## config.mk

```make
export PLATFORM = sky130hd
export DESIGN_NAME = toast_sequencer
export DESIGN_NICKNAME = d
export VERILOG_FILES = /design/src/rtl/toaster_pkg.sv /design/src/rtl/pwm_gen.sv /design/src/rtl/toast_sequencer.sv
export SDC_FILE = /design/constraint.sdc
export NUM_CORES = 1
export LEC_CHECK = 0
export CAP_MARGIN = 20
export CORE_ASPECT_RATIO = 1.2
export CORE_UTILIZATION = 39
export DETAILED_ROUTE_END_ITERATION = 10
export PLACE_DENSITY = 0.54
export REMOVE_ABC_BUFFERS = 1
export SYNTH_ARGS = -nofsm -noshare
export SYNTH_HDL_FRONTEND = slang
export SYNTH_SLANG_ARGS = --single-unit
export TNS_END_PERCENT = 50
```

## constraint.sdc

```tcl
create_clock -name clk -period 9 [get_ports clk]
set_input_delay 1.35 -clock clk [delete_from_list [all_inputs] [get_ports clk]]
set_output_delay 1.35 -clock clk [all_outputs]
set_load 0.005 [all_outputs]
```

## src/rtl/toaster_pkg.sv

```systemverilog
// Shared types and helpers for the toaster cycle sequencer: state encoding,
// limits, and the BCD M:SS conversions used by the countdown display.
package toaster_pkg;

  typedef enum logic [1:0] {
    IDLE = 2'd0,
    HEAT = 2'd1,
    DONE = 2'd2
  } state_t;

  localparam int PWM_STEPS = 100;
  localparam int MAX_SECS  = 599;

  // M:SS BCD decrement; ones borrow from tens, tens (0->5) borrow from minutes.
  function automatic logic [11:0] bcd_dec(input logic [11:0] v);
    logic [3:0] m;
    logic [3:0] t;
    logic [3:0] s;
    {m, t, s} = v;
    if (s != 4'd0) begin
      s = s - 4'd1;
    end else begin
      s = 4'd9;
      if (t != 4'd0) begin
        t = t - 4'd1;
      end else begin
        t = 4'd5;
        m = m - 4'd1;
      end
    end
    return {m, t, s};
  endfunction

  // Binary seconds -> M:SS BCD, saturated to 9:59.
  function automatic logic [11:0] secs_to_bcd(input logic [9:0] secs);
    logic [9:0] sat;
    logic [9:0] mins;
    logic [9:0] rem;
    sat  = (secs > 10'(MAX_SECS)) ? 10'(MAX_SECS) : secs;
    mins = sat / 10'd60;
    rem  = sat % 10'd60;
    return {mins[3:0], 4'(rem / 10'd10), 4'(rem % 10'd10)};
  endfunction

endpackage

```

## src/rtl/pwm_gen.sv

```systemverilog
// 100-step PWM for the heating element; the output is registered and is
// computed from post-edge counter values so it lines up with the FSM state.
module pwm_gen #(
  parameter int PWM_DIV   = 5_000,
  parameter int PWM_STEPS = 100
) (
  input  logic       clk,
  input  logic       reset,
  input  logic       clr,
  input  logic       en,
  input  logic [6:0] duty,
  output logic       pwm
);

  localparam int DW = (PWM_DIV > 1) ? $clog2(PWM_DIV) : 1;

  logic [DW-1:0] r_div;
  logic [DW-1:0] w_div_nxt;
  logic [6:0]    r_step;
  logic [6:0]    w_step_nxt;
  logic          r_pwm;
  logic          w_pwm_nxt;

  always_comb begin
    // NOTE: every combinational output gets a default first so no path can infer a latch.
    w_div_nxt  = r_div;
    w_step_nxt = r_step;
    if (clr) begin
      w_div_nxt  = '0;
      w_step_nxt = '0;
    end else if (en) begin
      if (r_div == DW'(PWM_DIV - 1)) begin
        w_div_nxt  = '0;
        w_step_nxt = (r_step == 7'(PWM_STEPS - 1)) ? 7'd0 : r_step + 7'd1;
      end else begin
        w_div_nxt = r_div + DW'(1);
      end
    end
    w_pwm_nxt = en && (w_step_nxt < duty);
  end

  always_ff @(posedge clk or posedge reset) begin
    // NOTE: sequential state uses non-blocking assignments so all registers update together.
    if (reset) begin
      r_div  <= '0;
      r_step <= '0;
      r_pwm  <= 1'b0;
    end else begin
      r_div  <= w_div_nxt;
      r_step <= w_step_nxt;
      r_pwm  <= w_pwm_nxt;
    end
  end

  assign pwm = r_pwm;

endmodule

```

## src/rtl/toast_sequencer.sv

```systemverilog
// Toasting-cycle sequencer: write/ack settings latch, 1 s prescaler, BCD
// countdown, IDLE/HEAT/DONE FSM and the heater PWM instance.
module toast_sequencer
  import toaster_pkg::*;
#(
  parameter int TICK_DIV  = 50_000_000,
  parameter int PWM_DIV   = 5_000,
  parameter int DONE_SECS = 3
) (
  input  logic        clk,
  input  logic        reset,
  input  logic        start,
  input  logic        stop,
  input  logic        write,
  input  logic [9:0]  Time,
  input  logic [7:0]  DC,
  output logic        write_ack,
  output logic [11:0] tLED,
  output logic        heat,
  output logic        busy,
  output logic        done
);

  localparam int PW = (TICK_DIV > 1) ? $clog2(TICK_DIV) : 1;
  localparam int CW = $clog2(DONE_SECS + 1);

  state_t        r_state;
  state_t        w_state_nxt;
  logic [11:0]   r_tled;
  logic [11:0]   w_tled_nxt;
  logic [PW-1:0] r_pre;
  logic [PW-1:0] w_pre_nxt;
  logic [CW-1:0] r_done_cnt;
  logic [CW-1:0] w_done_cnt_nxt;
  logic [6:0]    r_duty;
  logic [6:0]    w_duty_nxt;
  logic          r_write_ack;
  logic          r_wr_seen;
  logic          w_wr_acc;
  logic          w_load;
  logic          w_tick;
  logic [11:0]   w_dec;

  // write is acked once per high phase; r_wr_seen re-arms only after a low sample.
  assign w_wr_acc = write && !r_wr_seen;
  assign w_load   = w_wr_acc && start && !stop && (r_state != HEAT);
  assign w_tick   = (r_pre == PW'(TICK_DIV - 1));
  assign w_dec    = bcd_dec(r_tled);

  always_comb begin
    w_state_nxt    = r_state;
    w_tled_nxt     = r_tled;
    w_pre_nxt      = r_pre;
    w_done_cnt_nxt = r_done_cnt;
    w_duty_nxt     = r_duty;

    if (r_state != IDLE) begin
      w_pre_nxt = w_tick ? '0 : r_pre + PW'(1);
    end

    unique case (r_state)
      HEAT: begin
        if (stop) begin
          w_state_nxt = IDLE;
        end else if (w_tick) begin
          w_tled_nxt = w_dec;
          if (w_dec == 12'h000) begin
            w_state_nxt    = DONE;
            w_done_cnt_nxt = '0;
          end
        end
      end
      DONE: begin
        if (stop) begin
          w_state_nxt = IDLE;
        end else if (!w_load && w_tick) begin
          if (r_done_cnt == CW'(DONE_SECS - 1)) begin
            w_state_nxt    = IDLE;
            w_done_cnt_nxt = '0;
          end else begin
            w_done_cnt_nxt = r_done_cnt + CW'(1);
          end
        end
      end
      default: ;
    endcase

    // A load beats a same-edge tick; stop is already excluded from w_load.
    if (w_load) begin
      w_tled_nxt     = secs_to_bcd(Time);
      w_duty_nxt     = (DC > 8'd100) ? 7'd100 : DC[6:0];
      w_pre_nxt      = '0;
      w_done_cnt_nxt = '0;
      w_state_nxt    = (Time == 10'd0) ? DONE : HEAT;
    end
  end

  always_ff @(posedge clk or posedge reset) begin
    if (reset) begin
      r_state     <= IDLE;
      r_tled      <= 12'h000;
      r_pre       <= '0;
      r_done_cnt  <= '0;
      r_duty      <= '0;
      r_write_ack <= 1'b0;
      r_wr_seen   <= 1'b0;
    end else begin
      r_state     <= w_state_nxt;
      r_tled      <= w_tled_nxt;
      r_pre       <= w_pre_nxt;
      r_done_cnt  <= w_done_cnt_nxt;
      r_duty      <= w_duty_nxt;
      r_write_ack <= w_wr_acc;
      r_wr_seen   <= write;
    end
  end

  // Fed with next-state values so the registered heat output tracks r_state exactly.
  pwm_gen #(
    .PWM_DIV  (PWM_DIV),
    .PWM_STEPS(PWM_STEPS)
  ) u_pwm (
    .clk  (clk),
    .reset(reset),
    .clr  (w_load),
    .en   (w_state_nxt == HEAT),
    .duty (w_duty_nxt),
    .pwm  (heat)
  );

  assign write_ack = r_write_ack;
  assign tLED      = r_tled;
  assign busy      = (r_state == HEAT);
  assign done      = (r_state == DONE);

endmodule

```

==> flow_summary_export.csv <==
group,metric,value,unit
status,status,"finished, final reports clean",
clocking,ctsHoldBuffers,0,
floorplanning,rows,44,
routing,vias,4512,
sta,max_slew.worst_pin.slew,0.937,ns
yosys,synth.avg_cell_area,8.32,um2
routing,wl_per_cell,15.3,um
sta,report.final.slew_viol_count,0,
floorplanning,coreArea,12200,um2
setup_path,worstPathRequired,9.21,ns
global_route,grt_util_met1,25.3,%
clocking,cts_made_buffers,9,
yosys,synth_edf_count,0,
global_route,top_usage_layer,"met2",
global_route,use_met2,31.4,%
sta,skew,0.0101,ns
clocking,clkTransAtPathRegs,0.06,ns
clocking,cts_tree,"done",
yosys,synth_top_area_share,36.5,%
pwr,pwr-share-seq,36.8,%
clocking,h-tree-depth,3,
placed_design,hpwlAfterDp,8540,um
placed_design,routabilityCongestion,0.832,
global_route,grt_pass1_vias,4234,
cells_and_area,fillerInstances,1211,
sta,rsz0062_at_grt,"no",
cells_and_area,area_delta_synth_final,16.1,%
pwr,vdd_drop_max,0.000125,V
pwr,clkPwrFrac,29.6,%
sta,final.setup.tns,0,ns
routing,ant_nets,0,
setup_path,path_class,"input port to register",
cells_and_area,drive_gt1_share,4.95,%
pwr,leakage,2.42,nW
pwr,p_sw_share,35.0,%
global_route,grt_pass1_wl,20400,um
sta,fmax,174,MHz
sta,final_hold_viol_count,0,
placed_design,placed_cells,772,
yosys,syn_area,4930,um2
global_route,grtUsageTotal,19.1,%
clocking,worstSkewPairLatency,0.34,ns
routing,drc,0,
pwr,power_density,212,nW/um2
cells_and_area,insertedDiodeCount,0,
clocking,clock-sinks,72,
yosys,synth_area_leaders,"dfrtp_1 (37%), nor2_1 (4.8%), o21ai_0 (4.6%), ha_1 (4.3%), nand2_1 (3.9%)",
sta,min_period,5.76,ns
yosys,synth_warnings,0,
routing,drtIter0Drc,270,
clocking,cts_buffer_depth,2,
global_route,grt_overflow,0,
placed_design,numPortBuffers,38,
floorplanning,io_pins,39,
yosys,synthCells,593,
floorplanning,die_height,125,um
global_route,met3_usage,3.39,%
routing,firstDrtPassIters,5,
clocking,post_cts_resized,0,
cells_and_area,num-nets-final,662,
global_route,antenna_found_initial,0,
routing,routed_wl,12100,um
floorplanning,dieArea,13100,um2
pwr,combPwrFrac,33.6,%
sta,min_period_over_period,64.0,%
clocking,root_buffer,"clkbuf_16",
cells_and_area,final_cells,787,
worst_hold_path,hp-class,"register to register",
global_route,grt_max_degree,73,
setup_path,end_kind,"register",
pwr,p_int,789,uW
yosys,ys_ff_latch,72,
clocking,cts_setup_buffers,0,
setup_path,setup.worst_path.start_class,"input port",
routing,via_per_inst,5.73,
sta,finalSetupViolCount,0,
yosys,synth.distinct_cells,70,
job,cap_violations,0,
sta,whs,0.419,ns
floorplanning,initial_core_util,40.4,%
pwr,switchingPower,425,uW
sta,slew_headroom,37.5,%
setup_path,cp_max_fo,19,
floorplanning,die_width,105,um
yosys,synthFlopType,"dfrtp_1",
setup_path,critPathArrivalTime,5.97,ns
yosys,synth_top_area_cell,"dfrtp_1",
yosys,ys_seq_area_share,36.5,%
yosys,synthArstFlopShare,100,%
[path summary, 6_finish.rpt]
kind                       cells after the start        endpoint  startpoint  slack [ns]
min                                            1       write_ack   r_wr_seen        0.42
min in group asynchronous                      3  u_pwm.r_div[6]       reset        1.61
max in group asynchronous                      3        tLED[11]       reset        6.77
min reg2reg                                    1       write_ack   r_wr_seen        0.42
max reg2reg                                   19       u_pwm.pwm     tLED[1]        3.82
max                                           18         tLED[3]     Time[8]        3.24
[through the flow]
step           power (mW)  cell area, um2  setup slack (ns)  utilization, %
3_5_place_dp        0.860            5430              2.98            44.4
6_report             1.21            5730              3.24            46.9
2_1_floorplan       0.700            4820              4.02               -
4_1_cts              1.23            5730              3.33            46.9
5_1_grt              1.30            5730              2.91            46.9
3_3_place_gp        0.854            5430              3.14            44.4
[state kept, by name, summed over array words and instances (netlist names)]
| name | cells |
|---|---|
| r_pre | 26 |
| u_pwm.r_div | 13 |
| tLED | 12 |
| r_duty | 7 |
| u_pwm.r_step | 7 |
| r_done_cnt | 2 |
| r_state | 2 |
| r_wr_seen | 1 |
| u_pwm.pwm | 1 |
| write_ack | 1 |
[placed cells by master (no fill, tap or decap), types with 9 or more instances in the layout]
| master | count |
|---|---|
| a21oi_1 | 32 |
| nor3_1 | 15 |
| a31oi_1 | 9 |
| nand3_1 | 35 |
| inv_1 | 24 |
| xor2_1 | 21 |
| and3_1 | 19 |
| ha_1 | 17 |
| nand2b_1 | 14 |
| clkdlybuf4s50_1 | 38 |
| or3_1 | 17 |
| o21ai_0 | 45 |
| dfrtp_1 | 72 |
| clkbuf_16 | 9 |
| nor2_1 | 63 |
| nand2_1 | 51 |
[area by class of cell]
cell class	instances	area, um2	area share (%)
tap	161	201	3.52
multi-input combinational	472	2920	51.0
sequential	72	1800	31.5
clock buffer	10	239	4.17
timing repair buffer	42	410	7.16
inverter	25	93.8	1.64
clock inverter	5	57.6	1.00
[cell families (layout without fill, tap and decap cells)]
kind of cell / count (synthesis) / count (layout) / synth area share [%]
buf+inv: 49 / 82 / 4.21
flops: 72 / 72 / 36.5
fa+ha+maj: 18 / 18 / 4.51
mux: 7 / 7 / 1.60
xor+xnor: 27 / 27 / 4.79
simple gates: 267 / 267 / 28.4
compound gates: 153 / 153 / 19.9
[layer usage]
metal | vias to the layer above | wire, um
met5 | - | 0
met1 | 2177 | 5770
met2 | 83 | 5720
met3 | 13 | 408
met4 | 0 | 174
li1 | 2239 | -
[power groups by stage]
stage	clock network (mW)	logic, mW	registers, mW
floorplan	0	0.266	0.434
finish	0.359	0.408	0.447
global route	0.384	0.459	0.457
global placement	0	0.403	0.451
detailed placement	0	0.408	0.452
CTS	0.369	0.411	0.447
[cells in the mapped netlist (all sizes together), types with 5 or more instances]
cell	instances
dfrtp	72
nor2	63
nand2	51
o21ai	51
nand3	36
a21oi	32
inv	25
xor2	21
and3	20
ha	17
or3	17
nor3	15
nand2b	14
clkbuf	13
buf	11
a31oi	9
nand3b	8
nor4	8
a21o	7
mux2i	6
nand4	6
o211ai	6
xnor2	6
and2	5
nor2b	5
nor3b	5
[worst max-delay path: stages]
cell and delay, ns:
clkdlybuf4s50_1 0.71, o21ai_1 0.43, nand3_1 0.26, nor2_1 0.21, o21ai_0 0.11, nand2_1 0.15
ha_1 0.21, nand4b_1 0.13, nor2b_1 0.23, nor3b_4 0.11, xnor2_1 0.53, nand2_1 0.32
o21a_1 0.26, o221a_2 0.24, ha_1 0.24, a32o_1 0.22, o21ai_0 0.17, a31oi_1 0.09
Power figures use the tool's default switching activity.
